==> src/rtl/muldiv_sequencer.sv <==
// muldiv_sequencer: iterative RV32M multiply/divide unit with a fixed latency of
// XLEN calculation cycles. A multiply does one shift-add step per cycle and a
// divide does one restoring shift-subtract step per cycle, both on operand
// magnitudes. The sign is applied to the final value.
// Ports:
//   clk, reset       - clock, asynchronous active-high reset
//   start, funct3    - launch request and op select (MUL..REMU)
//   a, b             - rs1 / rs2 operands
//   flush            - aborts any in-flight operation
//   busy             - high while calculating
//   stall            - pipeline hold request (combinational)
//   done             - one-cycle pulse; result valid
//   result           - last completed result, held until the next completion
module muldiv_sequencer #(
  parameter int unsigned XLEN = 32
) (
  input  logic            clk,
  input  logic            reset,
  input  logic            start,
  input  logic [2:0]      funct3,
  input  logic [XLEN-1:0] a,
  input  logic [XLEN-1:0] b,
  input  logic            flush,
  output logic            busy,
  output logic            stall,
  output logic            done,
  output logic [XLEN-1:0] result
);

  localparam int unsigned CW = $clog2(XLEN + 1);
  localparam int unsigned PW = 2 * XLEN;

  typedef enum logic [1:0] {IDLE, CALC, DONE} state_e;

  state_e          state_q, state_d;
  logic [CW-1:0]   cnt_q, cnt_d;
  logic [XLEN-1:0] hi_q, hi_d;      // product high half / partial remainder
  logic [XLEN-1:0] lo_q, lo_d;      // multiplier shifting out / dividend -> quotient
  logic [XLEN-1:0] opb_q, opb_d;    // multiplicand or divisor magnitude
  logic [XLEN-1:0] result_q, result_d;
  logic [2:0]      op_q, op_d;
  logic            a_neg_q, a_neg_d;
  logic            b_neg_q, b_neg_d;
  logic            b_zero_q, b_zero_d;

  logic            accept;
  logic            last;
  logic            signed_a, signed_b;
  logic [XLEN-1:0] a_mag, b_mag;
  logic [XLEN:0]   mul_sum;
  logic [XLEN:0]   div_shift, div_diff;
  logic            div_ge;
  logic [XLEN-1:0] step_hi, step_lo;
  logic [PW-1:0]   prod, prod_fix;
  logic [XLEN-1:0] quot_fix, rem_fix, res_c;

  assign accept = (state_q == IDLE) && start && !flush;
  assign last   = (cnt_q == CW'(XLEN - 1));

  // State register
  always_ff @(posedge clk or posedge reset) begin
    if (reset) state_q <= IDLE;
    else       state_q <= state_d;
  end

  // Next-state logic; flush always returns to IDLE
  always_comb begin
    state_d = state_q;
    case (state_q)
      IDLE:    if (accept) state_d = CALC;
      CALC:    if (flush) state_d = IDLE; else if (last) state_d = DONE;
      DONE:    state_d = IDLE;
      default: state_d = IDLE;
    endcase
  end

  // Status outputs decoded from the state register
  always_comb begin
    busy  = (state_q == CALC);
    done  = (state_q == DONE);
    stall = accept || (state_q == CALC);
  end

  // Operand signedness: MULH/DIV/REM sign both, MULHSU signs only a
  always_comb begin
    signed_a = (funct3 == 3'b001) || (funct3 == 3'b010) ||
               (funct3 == 3'b100) || (funct3 == 3'b110);
    signed_b = (funct3 == 3'b001) || (funct3 == 3'b100) || (funct3 == 3'b110);
    a_mag    = (signed_a && a[XLEN-1]) ? XLEN'(XLEN'(0) - a) : a;
    b_mag    = (signed_b && b[XLEN-1]) ? XLEN'(XLEN'(0) - b) : b;
  end

  // One iteration of shift-add multiply or restoring divide
  always_comb begin
    mul_sum   = {1'b0, hi_q} + (lo_q[0] ? {1'b0, opb_q} : (XLEN + 1)'(0));
    div_shift = {hi_q, lo_q[XLEN-1]};
    div_diff  = div_shift - {1'b0, opb_q};
    div_ge    = !div_diff[XLEN];
    if (op_q[2]) begin
      step_hi = div_ge ? div_diff[XLEN-1:0] : div_shift[XLEN-1:0];
      step_lo = {lo_q[XLEN-2:0], div_ge};
    end else begin
      step_hi = mul_sum[XLEN:1];
      step_lo = {mul_sum[0], lo_q[XLEN-1:1]};
    end
  end

  // Final sign correction and result selection from the last step
  always_comb begin
    prod     = {step_hi, step_lo};
    prod_fix = (a_neg_q ^ b_neg_q) ? PW'(PW'(0) - prod) : prod;
    quot_fix = (a_neg_q ^ b_neg_q) ? XLEN'(XLEN'(0) - step_lo) : step_lo;
    rem_fix  = a_neg_q ? XLEN'(XLEN'(0) - step_hi) : step_hi;
    case (op_q)
      3'b000:                 res_c = prod_fix[XLEN-1:0];
      3'b001, 3'b010, 3'b011: res_c = prod_fix[PW-1:XLEN];
      3'b100, 3'b101:         res_c = b_zero_q ? '1 : quot_fix;
      default:                res_c = rem_fix;   // a divide by zero leaves rem = a
    endcase
  end

  // Datapath next-state
  always_comb begin
    cnt_d    = cnt_q;
    hi_d     = hi_q;
    lo_d     = lo_q;
    opb_d    = opb_q;
    result_d = result_q;
    op_d     = op_q;
    a_neg_d  = a_neg_q;
    b_neg_d  = b_neg_q;
    b_zero_d = b_zero_q;
    if (accept) begin
      cnt_d    = '0;
      op_d     = funct3;
      a_neg_d  = signed_a && a[XLEN-1];
      b_neg_d  = signed_b && b[XLEN-1];
      b_zero_d = (b == '0);
      hi_d     = '0;
      lo_d     = funct3[2] ? a_mag : b_mag;
      opb_d    = funct3[2] ? b_mag : a_mag;
    end else if (state_q == CALC && !flush) begin
      cnt_d = CW'(cnt_q + CW'(1));
      hi_d  = step_hi;
      lo_d  = step_lo;
      if (last) result_d = res_c;
    end
  end

  // Datapath registers
  always_ff @(posedge clk or posedge reset) begin
    if (reset) begin
      cnt_q    <= '0;
      hi_q     <= '0;
      lo_q     <= '0;
      opb_q    <= '0;
      result_q <= '0;
      op_q     <= '0;
      a_neg_q  <= 1'b0;
      b_neg_q  <= 1'b0;
      b_zero_q <= 1'b0;
    end else begin
      cnt_q    <= cnt_d;
      hi_q     <= hi_d;
      lo_q     <= lo_d;
      opb_q    <= opb_d;
      result_q <= result_d;
      op_q     <= op_d;
      a_neg_q  <= a_neg_d;
      b_neg_q  <= b_neg_d;
      b_zero_q <= b_zero_d;
    end
  end

  assign result = result_q;

endmodule

==> config.mk <==
export PLATFORM = sky130hd
export DESIGN_NAME = muldiv_sequencer
export DESIGN_NICKNAME = d
export VERILOG_FILES = /design/src/rtl/muldiv_sequencer.sv
export SDC_FILE = /design/constraint.sdc
export NUM_CORES = 1
export LEC_CHECK = 0
export CAP_MARGIN = 15
export CORE_MARGIN = 10
export CORE_UTILIZATION = 35
export CTS_CLUSTER_SIZE = 24
export DETAILED_ROUTE_END_ITERATION = 10
export PLACE_DENSITY_LB_ADDON = 0.2
export SLEW_MARGIN = 20
export SYNTH_ARGS = -nofsm -noshare
export SYNTH_HDL_FRONTEND = slang
export SYNTH_SLANG_ARGS = --single-unit
==> constraint.sdc <==
create_clock -name clk -period 9.66 [get_ports clk]
set_clock_uncertainty 0.15 [all_clocks]
set_input_delay 2.898 -clock clk [delete_from_list [all_inputs] [get_ports clk]]
set_output_delay 2.898 -clock clk [all_outputs]
set_load 0.05 [all_outputs]
* Word level (Yosys, flattened, before mapping)
Index checks and enable logic that the tools add are counted.
Word-level totals: flip-flop bits (word level) 142, latch bits 0, RAM bits 0, bits in read-only memories 0, input bits 71, output and inout port bits 35, word-level logic and storage cells 78, memories 0
Operators by class: add/subtract/negate cells 8, multiply operators 0, div/mod/pow operators 0, $lt $le $gt $ge 0, equality and inequality tests 14, shift-type cells 0, multiplexer cells 23, bitwise logic cells 2, reduce and logical (&&, ||, !) cells 21
Operators by type and width (count):
- 32-bit 2-to-1 mux | 15
- 1-bit by 32-bit subtractor with 32-bit output, first input constant | 4
- 32-bit one-hot mux with 3 select lines | 1
- 64-bit 2-to-1 mux | 1
- 1-bit by 64-bit subtractor with 64-bit output, first input constant | 1
- 32-bit by 32-bit adder with 33-bit output | 1
- 33-bit by 32-bit subtractor with 33-bit output | 1
- 32-bit zero test | 1
- 3-bit == test, second input constant | 4
- 6-bit 2-to-1 mux | 2
- 3-bit by 2-bit == test with 1-bit output, second input constant | 3
- 6-bit by 1-bit adder with 6-bit output, second input constant | 1
- 3-bit by 1-bit == test with 1-bit output, second input constant | 2
- 6-bit by 5-bit == test with 1-bit output, second input constant | 1
- 1-bit logical OR | 6
- 2-bit 2-to-1 mux | 3
- 1-bit logical AND | 5
- 2-bit one-hot mux with 2 select lines | 1
- 3-bit zero test | 1
- 3-bit by 2-bit inequality test with 1-bit output, second input constant | 1
- 3-bit AND reduction | 1
- 3-bit OR reduction | 1
- 2-bit by 1-bit == test with 1-bit output, second input constant | 1
- 2-bit == test, second input constant | 1
- 8 further kinds | 9

* Longest topological paths before layout
Gate-level depths: netlist of the first run.
word-level depth 8, gate-level depth with buffers 27, mapped depth without buffers 22

* Worst setup path after synthesis of the first run
Ideal clock, no wire load.
kind input to output, start point input port flush, end point output port stall, arrival time 4.239 ns, data required time 6.612 ns, setup slack 2.373 ns, stages 4, buffers on the path 2, cell sequence or4b_2 clkbuf_1 clkbuf_1 nand2_1
On the way: cells in the longest elaborated chain, start to end 3
RTL lines:
- from (decl) | RTL line 23 | input logic flush,
- 1-bit zero test | RTL line 57 | assign accept = (state_q == IDLE) && start && !flush;
- 1-bit logical AND | RTL line 57
- 1-bit logical OR | RTL line 81 | stall = accept || (state_q == CALC);
- to (decl) | RTL line 25 | output logic stall,
No other way between the ends.

* Worst setup path in the final report of the first run
Same ends and word-level chain as after synthesis.

==> out/qor.txt, run 1 <==
Status - finished, final reports clean
Clk root buf - clkbuf_16
Max Cap Viol - 0
Routed len/inst - 24.2 um
Yosys cell types - 111
Initial Util - 35.6%
PostCTS Resize Cnt - 0
Async S/R FF share, synth - 100%
CORE AREA - 44500 sq um
Critical path class - in -> out
CP Max Fanout - 62
Minimum clock period - 8320 ps
Post-synth EDFFs - 0
Clock sinks - 142
Worst-margin pin slew - 1140 ps
CTS tree - built
Area contributors post-synth - dfrtp_1 22%, nand2_1 6.2%, o21ai_0 5.9%, a21oi_1 5.8%, ha_1 5.4%
Share of cells above drive strength 1 - 6.30%
Syn nets - 2264
Startpoint types - input pin
Setup TNS - 0 ps
VDD IR max - 0.000181 V
Crit share post-route - 86.2%
Placed cells - 2720
Vias in the first global route - 15800
Worst hold path class - reg -> reg
Placed cell areas - 17400 sq um
Area fraction of the dominant cell type after synthesis - 22.4%
Clock Latency Late Sink - 470 ps
Setup crit end kind - output pin
# diodes - 0
Relative slew slack - 23.5%
Port buffer count - 105
DRT Pass-1 Iters - 5
Mapped cell area - 15900 sq um
ANT nets after route - 0
CP Data Arrival Time - 5280 ps
Clock slew at reported path FFs - 60 ps
DRC errors left - 0
DP Wirelength - 52.4 mm
FP Rows - 77
Synth warn - 0
Fin cells - 2752
Final setup vio count - 0
F_max - 0.120 GHz
Initial antenna violation count - 0
Die Footprint - 54200 sq um
Post-DR vias/cell - 6.06
TritonCTS Buffers - 17
Slew Viols, Final - 0
I/O pins - 106
Htree depth - 4
Crit path required time - 6610 ps
Global-route wire length before repair - 100 mm
Clock buffer depth - 2
Final-layout fill cell count - 4654
CTS hold repair buffers - 0
Cells after Synth - 2122
Post-Route WL - 66.5 mm
Total number of vias - 16700
Post-route cell area - 18000 sq um
Largest net degree at the start of global routing - 90
Die Width - 233 um
Post-synth top area cell - dfrtp_1
Main synth FF type - dfrtp_1
Final hold vios - 0
# Post-CTS Setup Buffers - 0
Reg2Reg Setup Slack - 3050 ps
Power per standard cell area - 336 nW/um^2
RSZ-0062 raised after global routing - no
Nets - 2289
Total GRT Usage - 24.2%
Synth-to-layout area growth - 13.3%
Routability cong. - 0.971
Syn Area/Cell - 7.47 sq um
Sequential area share after synthesis - 22.4%
Initial drt markers - 1467
Flops & latches, synth - 142
Die H - 233 um
Grt ovf - 0
Leakage power - 7.24 nW
report_power, final:
part           switching [W]  internal [W]
sequential          0.000253      0.000733
combinational        0.00289       0.00147
clock               0.000313      0.000370
total                0.00346       0.00257
per-layer routing:
layer | vias to the layer above | wire, um | GRT usage [%]
met5 | - | 0 | 0
met4 | 0 | 2750 | 11.0
met3 | 94 | 4110 | 3.48
met2 | 576 | 30200 | 38.5
met1 | 8109 | 29400 | 32.0
li1 | 7889 | - | -
per-stage QoR:
| stage | power (W) | utilization (%) | setup slack [ps] | hold slack (ps) |
|---|---|---|---|---|
| 6_report | 0.00603 | 40.4 | 1340 | 333 |
| 5_1_grt | 0.00639 | 40.4 | 1240 | 357 |
| 4_1_cts | 0.00593 | 40.3 | 1310 | 334 |
| 3_5_place_dp | 0.00522 | 39.0 | 1300 | 320 |
| 3_3_place_gp | 0.00520 | 39.0 | 1260 | 317 |
| 2_1_floorplan | 0.00382 | - | 2370 | 313 |
worst paths after layout:
| check | startpoint | cells after the start | endpoint |
|---|---|---|---|
| min in group asynchronous | reset | 2 | opb_q[14]$_DFFE_PP0P_ |
| setup / recovery | flush | 5 | stall |
| hold / removal | result[12]$_DFFE_PP0P_ | 2 | result[12]$_DFFE_PP0P_ |
| hold reg to reg | result[12]$_DFFE_PP0P_ | 2 | result[12]$_DFFE_PP0P_ |
| max in group asynchronous | reset | 3 | result[13]$_DFFE_PP0P_ |
| setup reg to reg | opb_q[25]$_DFFE_PP0P_ | 21 | result[20]$_DFFE_PP0P_ |
worst max-delay path: stages:
cell	delay, ps
clkdlybuf4s50_1	460
or4b_2	620
buf_4	320
nand2_1	150
clkdlybuf4s50_1	810
cell usage in the layout (no fill, tap or decap), types with 16 or more instances in the layout:
cell             count
a21o_1              26
a31oi_1             35
o31ai_1             38
and2_1              47
o21a_1              16
nand3_1             41
clkdlybuf4s50_1    104
nand2_1            263
inv_1               59
a22o_1              20
clkbuf_16           17
nor2_1             188
xnor2_1             84
buf_4               30
xor2_1              70
a21oi_1            185
nand4_1             24
nor3_1              51
o221ai_1            17
and3_1              20
dfrtp_1            140
o211ai_1            44
nand2b_1            17
nor4_1              16
o21ai_0            185
ha_1                69
mux2i_1             57
or3_1               26
layout make-up:
type	instances	area, sq um	area share [%]
sequential	142	3560	19.8
tap	592	741	4.12
inverter	63	241	1.34
clock inverter	14	150	0.836
clock buffer	18	439	2.44
timing repair buffer	135	1270	7.08
multi-input combinational	1788	11600	64.4
Yosys cell counts, types with 16 or more instances:
| library cell | number |
|---|---|
| a21o_1 | 26 |
| a21oi_1 | 185 |
| a22o_1 | 20 |
| a31oi_1 | 35 |
| and2_1 | 47 |
| and3_1 | 20 |
| buf_2 | 20 |
| clkbuf_1 | 95 |
| dfrtp_1 | 142 |
| ha_1 | 69 |
| inv_1 | 60 |
| mux2i_1 | 57 |
| nand2_1 | 263 |
| nand2b_1 | 18 |
| nand3_1 | 41 |
| nand4_1 | 24 |
| nor2_1 | 190 |
| nor3_1 | 51 |
| nor4_1 | 18 |
| o211ai_1 | 44 |
| o21a_1 | 16 |
| o21ai_0 | 186 |
| o221ai_1 | 17 |
| o31ai_1 | 38 |
| or3_1 | 26 |
| xnor2_1 | 85 |
| xor2_1 | 70 |
state kept, by name, summed over array words and instances (netlist names):
signal    cells
state_q       2
b_neg_q       1
a_neg_q       1
cnt_q         6
lo_q         32
hi_q         32
result       32
op_q          3
b_zero_q      1
opb_q        32
cell families (layout without fill, tap and decap cells):
family,count (synthesis),count (layout),share of synthesized area (%)
buffers and inverters,192,230,4.96
AOI/OAI and AO/OA,727,727,30.3
adders and majority gates,71,71,5.70
DFF,142,142,22.4
xor gates and xnor gates,157,157,8.84
and+or+nand+nor,771,771,23.8
muxes,62,62,3.99
Note: power is estimated with default switching activity, not from simulation.
==> run 2: changes to the inputs <==
--- a/config.mk
+++ b/config.mk
@@ -11,6 +11,7 @@
 export CTS_CLUSTER_SIZE = 24
 export DETAILED_ROUTE_END_ITERATION = 10
 export PLACE_DENSITY_LB_ADDON = 0.2
+export RECOVER_POWER = 100
 export SLEW_MARGIN = 20
 export SYNTH_ARGS = -nofsm -noshare
 export SYNTH_HDL_FRONTEND = slang
==> run 2 against run 1 <==
Worst hold slack got worse by 3.8 ps. Final cell count did not move. Core utilization is 0.19 points lower. The flow now finishes with violations (capacitance limit, slew limit). Critical path depth did not move.
==> out/qor.txt, run 2 (synthesis gave the netlist of run 1 again) <==
Final-layout fill cell count - 4667
Most common cell after layout, fill and taps aside - nand2_1
Relative slew slack - -192%
Initial Util - 35.6%
Worst-margin pin slew - 4360 ps
Post-DR vias/cell - 6.03
Final setup vio count - 0
CP Data Arrival Time - 5460 ps
Clock slew at reported path FFs - 60 ps
ANT nets after route - 0
Placed cells - 2720
DP Wirelength - 52.4 mm
Share of cells above drive strength 1 - 5.69%
Vias in the first global route - 15800
Total number of vias - 16600
Startpoint types - input pin
Largest net degree at the start of global routing - 90
CTS tree - built
Clock Latency Late Sink - 470 ps
Failing checks - capacitance limit, slew limit
VDD IR max - 0.000182 V
Fin worst setup slack - 1150 ps
Status - complete, but fails checks
Clk root buf - clkbuf_16
# diodes - 0
Initial antenna violation count - 2
F_max - 0.118 GHz
Clock buffer depth - 2
DRC errors left - 0
Total GRT Usage - 24.2%
Commonest cells after routing, fill and taps aside - 263 x nand2_1, 189 x o21ai_0, 188 x nor2_1, 185 x a21oi_1, 140 x dfrtp_1
Synth-to-layout area growth - 12.8%
Crit path required time - 6610 ps
Initial drt markers - 1665
Post-place setup slack - 1300 ps
Setup TNS - 0 ps
Crit share post-route - 88.1%
Post-Route WL - 66.4 mm
DRT Pass-1 Iters - 5
Leakage power - 7.32 nW
Area of the multi-input gates - 11500 sq um
Minimum clock period - 8510 ps
Critical path class - in -> out
Setup crit end kind - output pin
Die Footprint - 54200 sq um
Die Width - 233 um
CP Max Fanout - 62
Grt ovf - 0
Max Cap Viol - 6
Reg area - 3560 sq um
Die H - 233 um
Final hold vios - 0
Fin cells - 2752
Power per standard cell area - 335 nW/um^2
CORE AREA - 44500 sq um
TritonCTS Buffers - 17
PostCTS Resize Cnt - 0
Global-route wire length before repair - 100 mm
Clock sinks - 142
Worst hold path class - reg -> reg
# Post-CTS Setup Buffers - 0
Slew Viols, Final - 339
Routed len/inst - 24.1 um
Nets - 2289
FP Rows - 77
Port buffer count - 105
I/O pins - 106
Routability cong. - 0.971
RSZ-0062 raised after global routing - no
CTS hold repair buffers - 0
Htree depth - 4
-- run 2: changes by cell type in the layout (fill, tap and decap cells not counted), moves of 3 or more --
cell	change
buf_4	-7
clkbuf_1	+7
clkdlybuf4s50_1	-37
dlygate4sd3_1	+37
o21ai_0	+4
o21ai_1	-3
-- run 2: final timing paths --
path | start | end | slack [ps] | cells after the start
max | flush | stall | 1150 | 5
min | result[12]$_DFFE_PP0P_ | result[12]$_DFFE_PP0P_ | 330 | 2
max reg2reg | lo_q[31]$_DFFE_PP0P_ | result[20]$_DFFE_PP0P_ | 1250 | 22
min reg2reg | result[12]$_DFFE_PP0P_ | result[12]$_DFFE_PP0P_ | 330 | 2
max in group asynchronous | reset | lo_q[0]$_DFFE_PP0P_ | 2480 | 3
min in group asynchronous | reset | opb_q[14]$_DFFE_PP0P_ | 4060 | 2
-- run 2: worst max-delay path, stage by stage --
cell and delay [ps]:
dlygate4sd3_1 580, or4b_2 620, buf_4 330, nand2_1 140, dlygate4sd3_1 880
-- run 2: power breakdown --
part / leakage (nW) / internal, W / switching (W)
clock: 0.281 / 0.000370 / 0.000314
sequential: 1.86 / 0.000733 / 0.000248
combinational: 5.18 / 0.00146 / 0.00287
-- run 2: layout make-up --
cell class / instances / share of cell area (%)
clock buffer: 18 / 2.46
inverter: 63 / 1.33
tap: 592 / 4.14
sequential: 142 / 19.9
multi-input combinational: 1788 / 64.4
timing repair buffer: 135 / 6.96
clock inverter: 14 / 0.840
-- run 2: through the flow --
stage	util, %	hold slack, ps	total power, W	instance area [sq um]
finish	40.2	330	0.00599	17900
detailed placement	39.0	320	0.00522	17400
floorplan	-	313	0.00382	15900
global placement	39.0	317	0.00520	17400
global route	40.2	352	0.00635	17900
CTS	40.3	334	0.00593	17900
-- run 2: per-layer routing --
metal	up-vias	wire (um)	GRT usage, %
met5	-	0	0
met4	0	2800	11.0
met3	98	4480	3.48
met2	583	30100	38.5
met1	8030	29000	32.0
li1	7876	-	-
